## src/rtl/shift_operand_decoder.sv

```systemverilog
`default_nettype none
// ---------------------------------------------------------------------------
// shift_operand_decoder: decodes an ARM operand2 field, fetches Rm/Rs from the
// register file and presents the barrel-shifter inputs under valid/ready.
// Revision: 1.0
// ---------------------------------------------------------------------------
module shift_operand_decoder #(
  parameter int RF_ADDR_W = 4,
  parameter int DATA_W    = 32
) (
  input  logic                 clk,
  input  logic                 rst_n,
  input  logic                 in_valid,
  output logic                 in_ready,
  input  logic                 imm_flag,
  input  logic [11:0]          op2,
  input  logic                 carry_in,
  output logic                 rf_rd_en,
  output logic [RF_ADDR_W-1:0] rf_addr,
  input  logic [DATA_W-1:0]    rf_data,
  output logic [2:0]           SHFT_OP,
  output logic [DATA_W-1:0]    Shift_Data,
  output logic [7:0]           Shift_Num,
  output logic                 Carry_flag,
  output logic                 out_valid,
  input  logic                 out_ready,
  output logic                 err_illegal
);

  typedef enum logic [2:0] {
    IDLE     = 3'd0,
    ISSUE_RM = 3'd1,
    CAP_RM   = 3'd2,
    CAP_RS   = 3'd3,
    OUT      = 3'd4,
    ERR      = 3'd5
  } state_t;

  localparam logic [2:0] OP_LSL = 3'b000;
  localparam logic [2:0] OP_LSR = 3'b001;
  localparam logic [2:0] OP_ASR = 3'b010;
  localparam logic [2:0] OP_ROR = 3'b011;
  localparam logic [2:0] OP_RRX = 3'b110;

  state_t      state;
  state_t      next_state;
  logic [11:0] op2_q;
  logic        illegal;
  logic [4:0]  imm_amt;

  // Register-specified shifts cannot use bit 7 or the PC as Rm/Rs.
  assign illegal = op2[4] & (op2[7] | (op2[3:0] == 4'hF) | (op2[11:8] == 4'hF));
  assign imm_amt = op2_q[11:7];

  assign in_ready    = (state == IDLE);
  assign out_valid   = (state == OUT);
  assign err_illegal = (state == ERR);

  always_ff @(posedge clk or negedge rst_n) begin
    if (!rst_n) state <= IDLE;
    else        state <= next_state;
  end

  always_comb begin
    next_state = state;
    rf_rd_en   = 1'b0;
    rf_addr    = '0;
    case (state)
      IDLE: begin
        if (in_valid) begin
          if (imm_flag)     next_state = OUT;
          else if (illegal) next_state = ERR;
          else              next_state = ISSUE_RM;
        end
      end
      ISSUE_RM: begin
        rf_rd_en   = 1'b1;
        rf_addr    = RF_ADDR_W'(op2_q[3:0]);
        next_state = CAP_RM;
      end
      CAP_RM: begin
        if (op2_q[4]) begin
          rf_rd_en   = 1'b1;
          rf_addr    = RF_ADDR_W'(op2_q[11:8]);
          next_state = CAP_RS;
        end else begin
          next_state = OUT;
        end
      end
      CAP_RS:  next_state = OUT;
      OUT:     if (out_ready) next_state = IDLE;
      ERR:     next_state = IDLE;
      default: next_state = IDLE;
    endcase
  end

  always_ff @(posedge clk or negedge rst_n) begin
    if (!rst_n) begin
      op2_q      <= '0;
      SHFT_OP    <= OP_LSL;
      Shift_Data <= '0;
      Shift_Num  <= '0;
      Carry_flag <= 1'b0;
    end else begin
      case (state)
        IDLE: begin
          if (in_valid) begin
            op2_q      <= op2;
            Carry_flag <= carry_in;
            if (imm_flag) begin
              // Rotated immediate: 8-bit value rotated right by twice the field.
              SHFT_OP    <= OP_ROR;
              Shift_Data <= DATA_W'(op2[7:0]);
              Shift_Num  <= {3'b000, op2[11:8], 1'b0};
            end
          end
        end
        CAP_RM: begin
          Shift_Data <= rf_data;
          if (op2_q[4]) begin
            SHFT_OP <= {1'b0, op2_q[6:5]};
          end else begin
            case (op2_q[6:5])
              2'b00: begin
                SHFT_OP   <= OP_LSL;
                Shift_Num <= {3'b000, imm_amt};
              end
              2'b01: begin
                SHFT_OP   <= OP_LSR;
                Shift_Num <= (imm_amt == 5'd0) ? 8'd32 : {3'b000, imm_amt};
              end
              2'b10: begin
                SHFT_OP   <= OP_ASR;
                Shift_Num <= (imm_amt == 5'd0) ? 8'd32 : {3'b000, imm_amt};
              end
              default: begin
                // ROR #0 encodes RRX: a one-bit rotate through carry.
                SHFT_OP   <= (imm_amt == 5'd0) ? OP_RRX : OP_ROR;
                Shift_Num <= (imm_amt == 5'd0) ? 8'd1 : {3'b000, imm_amt};
              end
            endcase
          end
        end
        CAP_RS:  Shift_Num <= rf_data[7:0];
        default: ;
      endcase
    end
  end

endmodule
`default_nettype wire

```

## config.mk

```make
export PLATFORM = sky130hd
export DESIGN_NAME = shift_operand_decoder
export DESIGN_NICKNAME = d
export VERILOG_FILES = /design/src/rtl/shift_operand_decoder.sv
export SDC_FILE = /design/constraint.sdc
export NUM_CORES = 1
export LEC_CHECK = 0
export CORE_MARGIN = 3
export CORE_UTILIZATION = 45
export CTS_BUF_LIST = sky130_fd_sc_hd__clkbuf_8
export CTS_CLUSTER_SIZE = 8
export DETAILED_ROUTE_END_ITERATION = 8
export GPL_TIMING_DRIVEN = 0
export PLACE_DENSITY = 0.82
export SETUP_SLACK_MARGIN = 0.05
export SLEW_MARGIN = 20
export SYNTH_ARGS = -nofsm -noshare
export SYNTH_HDL_FRONTEND = slang
export SYNTH_SLANG_ARGS = --single-unit
```

## constraint.sdc

```tcl
create_clock -name clk -period 2.45 [get_ports clk]
set_clock_uncertainty 0.1 [all_clocks]
set_input_delay 0.3675 -clock clk [delete_from_list [all_inputs] [get_ports clk]]
set_output_delay 0.3675 -clock clk [all_outputs]
set_load 0.02 [all_outputs]
```

==> results.md <==
- The run finished, with violations left.
- The checks that failed: negative hold slack.
- In the final layout, the share of cells above drive strength 1 is 0.1608.
- The die boundary height is 82.74 microns.
- The sort of element at the end of the critical path is a primary output.
- Setup repair after global routing left no endpoint under its margin.
- The total inserted antenna cells is 0.
- In this run, post-CTS hold repair placed 0 buffers.
- The internal power consumption is 3.038 mW.
- Data on the critical path is required at its endpoint by 1.98 ns.
- The worst slack on hold paths is -0.003433 ns.
- The final cell count without fillers is slightly above 400.
- The number of nets in the synthesized netlist is 278.
- Of the total power, the share spent switching nets is 0.3639.
- Of the total power, combinational logic draws 0.458.
- At the end of routability-driven placement, the weighted congestion stood at 0.8386.
- dfrtp_1 takes more of the synthesized area than any other cell.
- The average vias per placed instance is between 5 and 6.
- In the final layout, the multi-input gates occupy 0.001062 sq mm.
- The final count of hold timing violations is 11.
- For this run, the leading register cell type out of synthesis is dfrtp_1.
- Once detail routing completed, the nets flagged for antenna violations numbered 0.
- The number of filler cells placed in the layout is 409.
- The initialized floorplan defines 27 standard-cell rows.
- The first-pass GRT wire length is around 11000 microns.
- The number of maximum-capacitance constraint violations is 0.
- At the worst endpoint, the arrival time is 1.83 ns.
- The tightest slew margin relative to the limit is 0.5273.
- The sequential cell area in the final layout is 0.001476 sq mm.
- The switching power of the nets is 1.738 mW.
- The total of flip-flops plus latches after synthesis is just under 60.
- Static timing analysis puts the maximum clock frequency at between 0.4 and 0.5 GHz.
- Dividing the synthesized area by the synthesized cell count gives 11.78 sq um.
- The floorplan core area is approximately 0.0056 sq mm.
- The post-synthesis cell type count is 41.
- The share of total power dissipated in sequential elements is 0.332.
- Counting I/O delays and the setup requirement, the final critical path takes 2.301 ns.
- The placed instance area is roughly 0.0037 sq mm.
- In this run, the number of DRC markers left after iteration 0 of detailed routing was 89.
- Counting tap cells, the placed design contains a total of slightly below 400 instances.
- From synthesis to final layout, the design area changed by 49.81%.
- The initial antenna violation count is 0.
- The buffer cell driving the clock tree root is clkbuf_8.
- The final layout contains routed wiring with a total length of 7004 microns.
- For this run, asynchronously set or reset flops after synthesis account for 1.000.
- The worst register-to-register path begins at op2_q[5].
- In the routed design, unresolved DRC markers number 0.
- The remaining global-route overflow is 0.
- Of the total power, the clock network draws 0.210.
- The routed wire length per instance is 16.92 microns.
- The maximum number of pins on one net before global-route repair is 60.
- For this run, the register share of the synthesized area comes to 0.5571.
- The clock latency of the later-clocked register in the worst-skew pair is 0.33 ns.
- The number of levels in the clock H-tree is 3.
- Counting cells, the worst reg-to-reg path comes to 5.
- The mapped netlist covers 0.002650 sq mm.
- From left edge to right edge, the die measures 82.74 microns.
- The first detailed-routing pass ran for 4 iterations.
- After clock tree synthesis, the clock-pin slew on the worst setup and hold paths is 0.07 ns.
- TritonCTS built the clock tree.
- The post-synthesis instance total is ~230.
- Summed over all nets, the half-perimeter wirelength after detailed placement is 5167 microns.
- The power density relative to cell area is 1203 mW/mm^2.
- Counting the buffers created by CTS gives 9.
- The initial core utilization is 0.4726.
- The worst supply voltage drop on vdd is 746.5 uV.
- The design draws 4.776 mW.
- The floorplan die area is 0.006846 sq mm.
- The launch point of the critical path is state[2].
- The number of enable flip-flop cells after synthesis is 0.
- For this run, the number of Yosys warnings is 0.
- The worst min-delay path class is in -> async.
- The standby leakage power is 1.776 nW.
- Setup violations remaining at the end of the flow were counted as 0.
- The number of global-route vias before repair was ~2200.
- By area the synthesized netlist is led by dfrtp_1 (56%), a22o_1 (7.9%), mux2_2 (6.8%).
- For this run, the post-layout net count is 390.
- The via count is 2241.
- between 100 and 150 I/O pins were placed.
- The actual slew at the worst max-slew pin is 0.7091 ns.
- Along the worst path, the maximum fanout reaches 10.
- The critical path is of the reg -> out type.
- The max-slew violation count is 0.
- For flop-to-flop paths, the worst setup slack is about 0.50 ns.
- The count of buffers added on input and output ports is 101.
- The largest buffer count on any clock path is 2.
- The portion of the clock cycle consumed by the worst path in the final layout is 0.9393.
- In the global route stage, overall resource usage came out at 0.2114.
- The endpoint identified for the worst register-to-register timing path is Shift_Num[2].
- Of the post-synthesis cell area, the dominant cell type holds 0.5571.
- The worst setup path is launched from a flip-flop.
- The design area is 0.003970 sq mm.
- Counting every sink on the clock net gives a little under 60.
==> how the worst max path moves through the flow <==
| stage | slack (ns) | endpoint |
|---|---|---|
| after floorplan | 0.39 | op2_q[10] |
| after global placement | -0.87 | Carry_flag |
| after detailed placement | 0.14 | rf_addr[2] |
| after CTS | 0.06 | out_valid |
| after global routing | 0.09 | in_ready |
| final | 0.15 | in_ready |
==> cell usage after synthesis (5+ instances only) <==
master / instances
buf_2: 8
a21oi_1: 6
nand2_1: 17
o21ai_0: 7
dfrtp_1: 59
nand3_1: 5
mux2_2: 16
inv_1: 5
mux2i_1: 9
nor2_1: 10
nor3b_1: 5
o21ai_1: 6
a22o_1: 24
==> layer usage <==
layer | vias up | share of wire | GRT usage | routed length [microns]
met5 | - | 0 | 0 | 0
met3 | 15 | 0.095 | 0.06182 | 668
met4 | 0 | 0.022 | 0.1013 | 154
met1 | 1072 | 0.45 | 0.2642 | 3119
li1 | 1046 | - | - | -
met2 | 108 | 0.44 | 0.3357 | 3062
==> cell usage in the layout, fill, tap and decap left out, types with 3 or more instances in the layout <==
master	n
nor3b_1	5
and3_1	3
nand2_1	17
mux2_2	16
a221o_1	3
clkbuf_8	11
o21ai_1	6
dfrtp_1	59
nand3_1	5
mux2i_1	9
nor3_1	3
buf_4	4
a22o_1	24
clkdlybuf4s50_1	93
nor2_1	10
o21ai_0	7
clkbuf_2	4
inv_1	6
buf_2	9
a2bb2oi_1	3
dlygate4sd2_1	3
ha_1	3
a21oi_1	6
==> through the flow <==
stage / hold WS [ns] / setup TNS [ns] / worst slack [ns] / util
final: -0.003433 / 0 / 0.1487 / 0.7079
after global routing: 0.04877 / 0 / 0.08842 / 0.7079
after CTS: 0.008933 / 0 / 0.06436 / 0.7095
after detailed placement: 0.3705 / 0 / 0.1357 / 0.6685
after global placement: 0.3613 / -51.33 / -0.8722 / 0.6689
after floorplan: -0.02809 / 0 / 0.3922 / -
==> worst max-delay path, stage by stage (launching register included) <==
cell and delay (ns):
dfrtp_1 0.37, buf_2 0.18, nor3_1 0.28, clkdlybuf4s50_1 0.68
==> sequential cells by signal, indices dropped and copies added (netlist names) <==
| signal | flops |
|---|---|
| Carry_flag | 1 |
| SHFT_OP | 3 |
| Shift_Data | 32 |
| Shift_Num | 8 |
| op2_q | 12 |
| state | 3 |
==> cell families (layout without fill, tap and decap cells) <==
| group | after synthesis | count (layout) | share of synthesized area |
|---|---|---|---|
| compound gates | 59 | 59 | 0.1705 |
| fa+ha+maj | 3 | 3 | 0.01417 |
| simple gates | 57 | 57 | 0.1114 |
| flops | 59 | 59 | 0.5571 |
| mux | 25 | 25 | 0.1020 |
| buf+inv | 22 | 139 | 0.04485 |
==> layout make-up <==
class / count / area share
Multi-Input combinational cell: 144 / 0.2676
Clock buffer: 11 / 0.03813
Timing Repair Buffer: 101 / 0.2499
Sequential cell: 59 / 0.3719
Clock inverter: 5 / 0.01922
Buffer: 17 / 0.02584
Tap cell: 72 / 0.02269
Inverter: 5 / 0.004727
==> power groups by stage <==
stage / logic, mW / clock network [mW] / registers (mW)
6_report: 2.19 / 1.00 / 1.59
3_3_place_gp: 2.17 / 0 / 1.58
4_1_cts: 2.21 / 1.02 / 1.58
3_5_place_dp: 2.20 / 0 / 1.60
5_1_grt: 2.36 / 1.06 / 1.63
2_1_floorplan: 0.974 / 0 / 1.87
==> timing repair <==
action                                 in CTS  in global routing
endpoints found under the hold margin       0                  0
setup endpoints to repair                   6                  4
gates resized for setup                    10                  7
setup buffers                               0                  0
Power figures use the tool's default switching activity.
